===== src/rtl/dm_access_unit_if.sv =====
// rtl/dm_access_unit_if.sv - request/response and data-RAM signal bundle for dm_access_unit
//
// Request side : req_valid, req_ready, req_we, req_type, req_addr, req_wdata
// Response side: resp_valid, resp_ready, resp_data, resp_err
// RAM side     : mem_en, mem_we, mem_addr, mem_wdata, mem_rdata
// Modports     : slave  = the access unit itself
//                master = the surroundings (MEM stage plus data RAM)
interface dm_access_unit_if #(
    parameter int ADDR_W = 32
);
    logic              req_valid;
    logic              req_ready;
    logic              req_we;
    logic [2:0]        req_type;
    logic [ADDR_W-1:0] req_addr;
    logic [31:0]       req_wdata;

    logic              resp_valid;
    logic              resp_ready;
    logic [31:0]       resp_data;
    logic              resp_err;

    logic              mem_en;
    logic [3:0]        mem_we;
    logic [ADDR_W-3:0] mem_addr;
    logic [31:0]       mem_wdata;
    logic [31:0]       mem_rdata;

    modport slave (
        input  req_valid, req_we, req_type, req_addr, req_wdata,
        output req_ready,
        output resp_valid, resp_data, resp_err,
        input  resp_ready,
        output mem_en, mem_we, mem_addr, mem_wdata,
        input  mem_rdata
    );

    modport master (
        output req_valid, req_we, req_type, req_addr, req_wdata,
        input  req_ready,
        input  resp_valid, resp_data, resp_err,
        output resp_ready,
        input  mem_en, mem_we, mem_addr, mem_wdata,
        output mem_rdata
    );
endinterface


===== src/rtl/dm_access_unit.sv =====
// rtl/dm_access_unit.sv - sequential data-memory access unit with split misaligned accesses
//
// Ports: clk, rst (async, active high), bus (dm_access_unit_if.slave):
//   request handshake, response handshake, synchronous byte-enabled RAM port.
// Build option: DM_MISALIGN_EN - when defined, word-crossing accesses are split
//   into two RAM cycles; when undefined they are rejected with resp_err.
module dm_access_unit #(
    parameter int ADDR_W = 32
) (
    input  logic                    clk,
    input  logic                    rst,
    dm_access_unit_if.slave         bus
);

`ifdef DM_MISALIGN_EN
    localparam bit MISALIGN_EN = 1'b1;
`else
    localparam bit MISALIGN_EN = 1'b0;
`endif

    typedef enum logic [2:0] {IDLE, MEM0, MEM1, WAIT, RESP} state_t;

    state_t            state, state_nx;

    logic              we_q;
    logic [2:0]        type_q;
    logic [1:0]        pos_q;
    logic              cross_q;
    logic [ADDR_W-3:0] addr_q;
    logic [31:0]       wdata_q;
    logic [31:0]       lo_q;
    logic [31:0]       resp_data_q;
    logic              resp_err_q;

    // Decode of the request currently offered
    logic [2:0]        in_size;
    logic              in_illegal;
    logic              in_cross;
    logic              in_reject;

    always_comb begin
        in_size    = 3'd0;
        in_illegal = 1'b0;
        case (bus.req_type)
            3'b000:         in_size = 3'd4;
            3'b001, 3'b010: in_size = 3'd2;
            3'b011, 3'b100: in_size = 3'd1;
            default:        in_illegal = 1'b1;
        endcase
    end

    // pos+size never exceeds 7, so three bits hold the sum
    assign in_cross  = (({1'b0, bus.req_addr[1:0]} + in_size) > 3'd4);
    assign in_reject = in_illegal || (in_cross && !MISALIGN_EN);

    // Store lane placement across the two-word window {A+1, A}
    logic [3:0]  size_mask;
    logic [63:0] st_lanes;
    logic [7:0]  st_mask;

    always_comb begin
        case (type_q)
            3'b000:         size_mask = 4'b1111;
            3'b001, 3'b010: size_mask = 4'b0011;
            default:        size_mask = 4'b0001;
        endcase
    end

    assign st_lanes = {32'b0, wdata_q} << {pos_q, 3'b000};
    assign st_mask  = {4'b0, size_mask} << pos_q;

    // Load merge: in WAIT the second (or only) word is on mem_rdata this cycle
    logic [63:0] ld_pair;
    logic [31:0] ld_word;
    logic [31:0] ld_ext;

    assign ld_pair = cross_q ? {bus.mem_rdata, lo_q} : {32'b0, bus.mem_rdata};
    assign ld_word = 32'(ld_pair >> {pos_q, 3'b000});

    always_comb begin
        case (type_q)
            3'b001:  ld_ext = {{16{ld_word[15]}}, ld_word[15:0]};
            3'b010:  ld_ext = {16'b0, ld_word[15:0]};
            3'b011:  ld_ext = {{24{ld_word[7]}}, ld_word[7:0]};
            3'b100:  ld_ext = {24'b0, ld_word[7:0]};
            default: ld_ext = ld_word;
        endcase
    end

    always_ff @(posedge clk or posedge rst) begin
        if (rst) begin
            state       <= IDLE;
            we_q        <= 1'b0;
            type_q      <= 3'b0;
            pos_q       <= 2'b0;
            cross_q     <= 1'b0;
            addr_q      <= '0;
            wdata_q     <= 32'b0;
            lo_q        <= 32'b0;
            resp_data_q <= 32'b0;
            resp_err_q  <= 1'b0;
        end else begin
            state <= state_nx;
            case (state)
                IDLE: begin
                    if (bus.req_valid) begin
                        we_q        <= bus.req_we;
                        type_q      <= bus.req_type;
                        pos_q       <= bus.req_addr[1:0];
                        cross_q     <= in_cross;
                        addr_q      <= bus.req_addr[ADDR_W-1:2];
                        wdata_q     <= bus.req_wdata;
                        resp_err_q  <= in_reject;
                        resp_data_q <= 32'b0;
                    end
                end
                MEM1: begin
                    if (!we_q) lo_q <= bus.mem_rdata;
                end
                WAIT: begin
                    resp_data_q <= ld_ext;
                end
                RESP: begin
                    if (bus.resp_ready) begin
                        resp_err_q  <= 1'b0;
                        resp_data_q <= 32'b0;
                    end
                end
                default: ;
            endcase
        end
    end

    always_comb begin
        state_nx = state;
        case (state)
            IDLE: if (bus.req_valid) state_nx = in_reject ? RESP : MEM0;
            MEM0: begin
                if (cross_q && MISALIGN_EN) state_nx = MEM1;
                else                        state_nx = we_q ? RESP : WAIT;
            end
            MEM1:    state_nx = we_q ? RESP : WAIT;
            WAIT:    state_nx = RESP;
            RESP:    if (bus.resp_ready) state_nx = IDLE;
            default: state_nx = IDLE;
        endcase
    end

    // RAM port is driven purely from state so reset silences it at once
    always_comb begin
        bus.mem_en    = 1'b0;
        bus.mem_we    = 4'b0;
        bus.mem_addr  = '0;
        bus.mem_wdata = 32'b0;
        case (state)
            MEM0: begin
                bus.mem_en   = 1'b1;
                bus.mem_addr = addr_q;
                if (we_q) begin
                    bus.mem_we    = st_mask[3:0];
                    bus.mem_wdata = st_lanes[31:0];
                end
            end
            MEM1: begin
                bus.mem_en   = 1'b1;
                bus.mem_addr = addr_q + {{(ADDR_W-3){1'b0}}, 1'b1};
                if (we_q) begin
                    bus.mem_we    = st_mask[7:4];
                    bus.mem_wdata = st_lanes[63:32];
                end
            end
            default: ;
        endcase
    end

    assign bus.req_ready  = (state == IDLE);
    assign bus.resp_valid = (state == RESP);
    assign bus.resp_data  = resp_data_q;
    assign bus.resp_err   = resp_err_q;

endmodule


===== src/flat_wrapper.sv =====
// flat-port wrapper written by rule: the top's interface ports become plain ports
module dm_access_unit_flat 
#(
    parameter int ADDR_W = 32
)
  (clk, rst, bus_req_valid, bus_req_we, bus_req_type, bus_req_addr, bus_req_wdata, bus_req_ready, bus_resp_valid, bus_resp_data, bus_resp_err, bus_resp_ready, bus_mem_en, bus_mem_we, bus_mem_addr, bus_mem_wdata, bus_mem_rdata);
  dm_access_unit_if #(.ADDR_W(ADDR_W)) bus_i ();
  input  logic clk;
  input  logic rst;
  input wire logic [$bits(bus_i.req_valid)-1:0] bus_req_valid;
  input wire logic [$bits(bus_i.req_we)-1:0] bus_req_we;
  input wire logic [$bits(bus_i.req_type)-1:0] bus_req_type;
  input wire logic [$bits(bus_i.req_addr)-1:0] bus_req_addr;
  input wire logic [$bits(bus_i.req_wdata)-1:0] bus_req_wdata;
  output wire logic [$bits(bus_i.req_ready)-1:0] bus_req_ready;
  output wire logic [$bits(bus_i.resp_valid)-1:0] bus_resp_valid;
  output wire logic [$bits(bus_i.resp_data)-1:0] bus_resp_data;
  output wire logic [$bits(bus_i.resp_err)-1:0] bus_resp_err;
  input wire logic [$bits(bus_i.resp_ready)-1:0] bus_resp_ready;
  output wire logic [$bits(bus_i.mem_en)-1:0] bus_mem_en;
  output wire logic [$bits(bus_i.mem_we)-1:0] bus_mem_we;
  output wire logic [$bits(bus_i.mem_addr)-1:0] bus_mem_addr;
  output wire logic [$bits(bus_i.mem_wdata)-1:0] bus_mem_wdata;
  input wire logic [$bits(bus_i.mem_rdata)-1:0] bus_mem_rdata;
  assign bus_i.req_valid = bus_req_valid;
  assign bus_i.req_we = bus_req_we;
  assign bus_i.req_type = bus_req_type;
  assign bus_i.req_addr = bus_req_addr;
  assign bus_i.req_wdata = bus_req_wdata;
  assign bus_req_ready = bus_i.req_ready;
  assign bus_resp_valid = bus_i.resp_valid;
  assign bus_resp_data = bus_i.resp_data;
  assign bus_resp_err = bus_i.resp_err;
  assign bus_i.resp_ready = bus_resp_ready;
  assign bus_mem_en = bus_i.mem_en;
  assign bus_mem_we = bus_i.mem_we;
  assign bus_mem_addr = bus_i.mem_addr;
  assign bus_mem_wdata = bus_i.mem_wdata;
  assign bus_i.mem_rdata = bus_mem_rdata;
  dm_access_unit #(.ADDR_W(ADDR_W)) u_core (.clk(clk), .rst(rst), .bus(bus_i));
endmodule

===== config.mk =====
export PLATFORM = sky130hd
export DESIGN_NAME = dm_access_unit_flat
export DESIGN_NICKNAME = d
export VERILOG_FILES = /design/src/rtl/dm_access_unit_if.sv /design/src/rtl/dm_access_unit.sv /design/src/flat_wrapper.sv
export SDC_FILE = /design/constraint.sdc
export NUM_CORES = 1
export LEC_CHECK = 0
export ABC_AREA = 1
export CAP_MARGIN = 20
export CORE_ASPECT_RATIO = 1.75
export CORE_MARGIN = 4
export CORE_UTILIZATION = 30
export DETAILED_ROUTE_END_ITERATION = 10
export GPL_TIMING_DRIVEN = 0
export SYNTH_ARGS = -nofsm -noshare
export SYNTH_HDL_FRONTEND = slang
export SYNTH_SLANG_ARGS = --single-unit

===== constraint.sdc =====
create_clock -name clk -period 5.65 [get_ports clk]
set_clock_uncertainty 0.15 [all_clocks]
set_input_delay 1.695 -clock clk [delete_from_list [all_inputs] [get_ports clk]]
set_output_delay 1.695 -clock clk [all_outputs]
set_load 0.005 [all_outputs]

==> flow_summary.ini <==
[worst_setup_path]
worstPathArrival_ns = 2.98
start_kind = register
reg2reg_slack_ns = 3.46
cp_max_fo = 10
rr_endpoint = u_core.bus.resp_data[11]
crit_type = reg -> out
worstPathRequired_ns = 3.81
rr_worst_depth = 7
cp-endpoint = bus_mem_wdata[3]
cp-startpoint = u_core.state[2]
end_kind = output port
worstReg2RegStart = u_core.pos_q[1]

[synth]
synth.distinct_cells = 46
synth-seq-cells = 137
syn_area_per_cell_um2 = 7.01
yosys.area.top_type = dfrtp_1
syn_area_mm2 = 0.00894
synth_top_area_share_pct = 38.3
yosysSeqAreaShare_pct = 38.3
netlist_top_cells_area = dfrtp_1 (38%), nand2_1 (19%), mux2_4 (5.9%)
syn_inst = 1276
ys_warn_count = 0
syn-num-nets = 1383

[run]
cap_violations = 0

[power]
ir_worst_vdd_mv = 0.301
power.density_mw_per_mm2 = 516
p_leak_nw = 5.89
power_mw = 6.28

[floorplanning]
die_x_um = 139
die_area_mm2 = 0.0327
dieHeight_um = 236
row_count = 83
core_area_mm2 = 0.0294
pin_count = 206
start_util_pct = 30.4

[global_routing]
grt_max_degree = 82
antenna_found_initial = 1
grt_pass1_wl_um = 57100
grt_pass1_vias = 9889
grt.overflow.total = 0
grt_usage_pct = 22.9

[finish]
drive_above_1_share_pct = 9.78
fillCellCount = 3073
area_delta_synth_final_pct = 36.1
n_antenna_cell = 0
finalNetCount = 1608

[sta]
hold_violations = 0
setup_violations = 0
final.period_utilization_pct = 85.4
whs_ns = 0.330
period_minus_slack_ns = 4.82
max_freq_mhz = 207
tightestPinTransition_ns = 0.754
rsz0062_at_grt = no
max_slew_margin_pct = 49.4
fin_tns_setup_ns = 0
finalMaxSlewViolations = 0

[drt]
wl_per_cell_um = 19.8
vias = 9489
ant_nets = 0
vias_per_cell = 5.00
wl_um = 37500
drtIter0Drc = 659
drt_first_pass_iters = 6
drc = 0

[clock_tree]
h-tree-depth = 4
cts_tree = done
numCtsBuffers = 17
cts_buffer_depth = 2
clockRootBuffer = clkbuf_16
clkTransAtPathRegs_ns = 0.06
ctsHoldBuffers = 0
post_cts_buffers = 0
clock_sink_count = 137
worstSkewPairLatency_ns = 0.46
cts_resized = 0

[worst_hold_path]
hold_class = reg -> reg

[placement]
dp_hpwl_um = 29600
port_buffers = 205
gp_congestion = 0.944

[status]
status = completed
## cell families after synthesis
family	share of synthesized area, %
and+or+nand+nor	31.6
AOI/OAI and AO/OA	13.6
buffers and inverters	8.66
DFF	38.3
muxes	7.12
adders and majority gates	0.504
xor gates and xnor gates	0.196
## critical path, cell delays in order (launching register included)
cell             delay [ns]
dfrtp_1                0.43
inv_1                  0.11
nand3_2                0.20
nor2_2                 0.25
nand2_2                0.20
inv_2                  0.25
nand2_4                0.13
o21ai_0                0.36
clkdlybuf4s50_1        0.59
## worst min-delay path by stage
stage / start / end / slack, ns / depth (start not counted)
floorplan: u_core.lo_q[0] / u_core.lo_q[0] / 0.30 / 2
global placement: u_core.bus.resp_data[2] / u_core.bus.resp_data[2] / 0.31 / 2
detailed placement: u_core.lo_q[30] / u_core.lo_q[30] / 0.32 / 2
CTS: u_core.lo_q[30] / u_core.lo_q[30] / 0.33 / 2
global route: u_core.bus.resp_data[27] / u_core.bus.resp_data[27] / 0.35 / 2
finish: u_core.lo_q[30] / u_core.lo_q[30] / 0.33 / 2
## per-stage QoR
stage,std cells,setup slack [ns],util [%],cell area [µm²]
after floorplan,1276,0.137,-,8940
after global placement,1863,-2.04,39.0,11500
after detailed placement,1864,1.29,39.1,11500
after CTS,1896,0.784,41.4,12200
after global routing,1896,0.711,41.4,12200
final,1896,0.827,41.4,12200
## area by class of cell
| cell class | instances | area, µm² | area share, % |
|---|---|---|---|
| multi-input cells | 972 | 4740 | 38.9 |
| flip-flops and latches | 137 | 3430 | 28.2 |
| repair buffers | 206 | 2080 | 17.1 |
| well taps | 382 | 478 | 3.93 |
| clock buffers | 17 | 425 | 3.50 |
| inverters | 108 | 413 | 3.39 |
| plain buffers | 59 | 367 | 3.01 |
| clock inverters | 15 | 236 | 1.94 |
## per-layer routing
layer,wire length (µm),GRT usage [%]
met1,12900,22.5
met2,20200,43.2
met3,1610,3.55
met4,2740,16.0
met5,8,0
## cells in the mapped netlist (all sizes together)
master and n:
o2111ai 1, a21oi 98, buf 46, nand2 465, nor3b 1, clkbuf 13, a31oi 3, nor3 6
o22ai 4, mux2i 1, xor2 2, nand4 3, a2111oi 1, dfrtp 137, a22o 2, o21bai 1
or2 3, o31ai 2, o221ai 6, fa 1, clkinv 3, a32o 1, a21o 2, mux2 44
o21ai 103, ha 2, o211ai 1, o21a 2, nor2 118, inv 105, a22oi 1, nand3 98
## layout by cell type, fill, tap and decap left out, types with 2 or more instances in the layout
| cell type | netlist | layout |
|---|---|---|
| clkinv_1 | 3 | 3 |
| or2_2 | 3 | 3 |
| buf_2 | 25 | 25 |
| nand3_1 | 96 | 96 |
| buf_6 | 12 | 12 |
| nand2_2 | 5 | 5 |
| buf_1 | 3 | 3 |
| inv_2 | 7 | 7 |
| o221ai_1 | 6 | 6 |
| inv_6 | 0 | 7 |
| nor2_4 | 2 | 2 |
| nor2_2 | 4 | 4 |
| nand2_4 | 2 | 2 |
| nor2_1 | 112 | 112 |
| clkdlybuf4s50_1 | 0 | 205 |
| nand4_1 | 3 | 3 |
| ha_1 | 2 | 2 |
| o31ai_1 | 2 | 2 |
| mux2_2 | 9 | 9 |
| clkbuf_16 | 0 | 17 |
| o22ai_1 | 4 | 4 |
| nand2_1 | 458 | 458 |
| a21oi_1 | 98 | 98 |
| buf_4 | 6 | 6 |
| clkbuf_1 | 12 | 12 |
| bufinv_16 | 0 | 5 |
| o21ai_0 | 101 | 101 |
| xor2_1 | 2 | 2 |
| a31oi_1 | 3 | 3 |
| a22o_1 | 2 | 2 |
| dfrtp_1 | 137 | 137 |
| mux2_4 | 35 | 35 |
| a21o_1 | 2 | 2 |
| o21a_1 | 2 | 2 |
| o21ai_1 | 2 | 2 |
| clkinvlp_4 | 0 | 3 |
| inv_1 | 97 | 96 |
| nor3_1 | 6 | 6 |
## power by group
part / switching (mW) / internal, mW
clock: 0.498 / 0.794
combinational: 2.01 / 1.28
sequential: 0.325 / 1.37
total: 2.84 / 3.44
## state kept, by name, summed over array words and instances (netlist names), 2 cells and up
name,count
u_core.wdata_q,32
u_core.addr_q,30
u_core.state,3
u_core.type_q,3
u_core.lo_q,32
u_core.pos_q,2
u_core.bus.resp_data,32
Note: power is estimated with default switching activity, not from simulation.
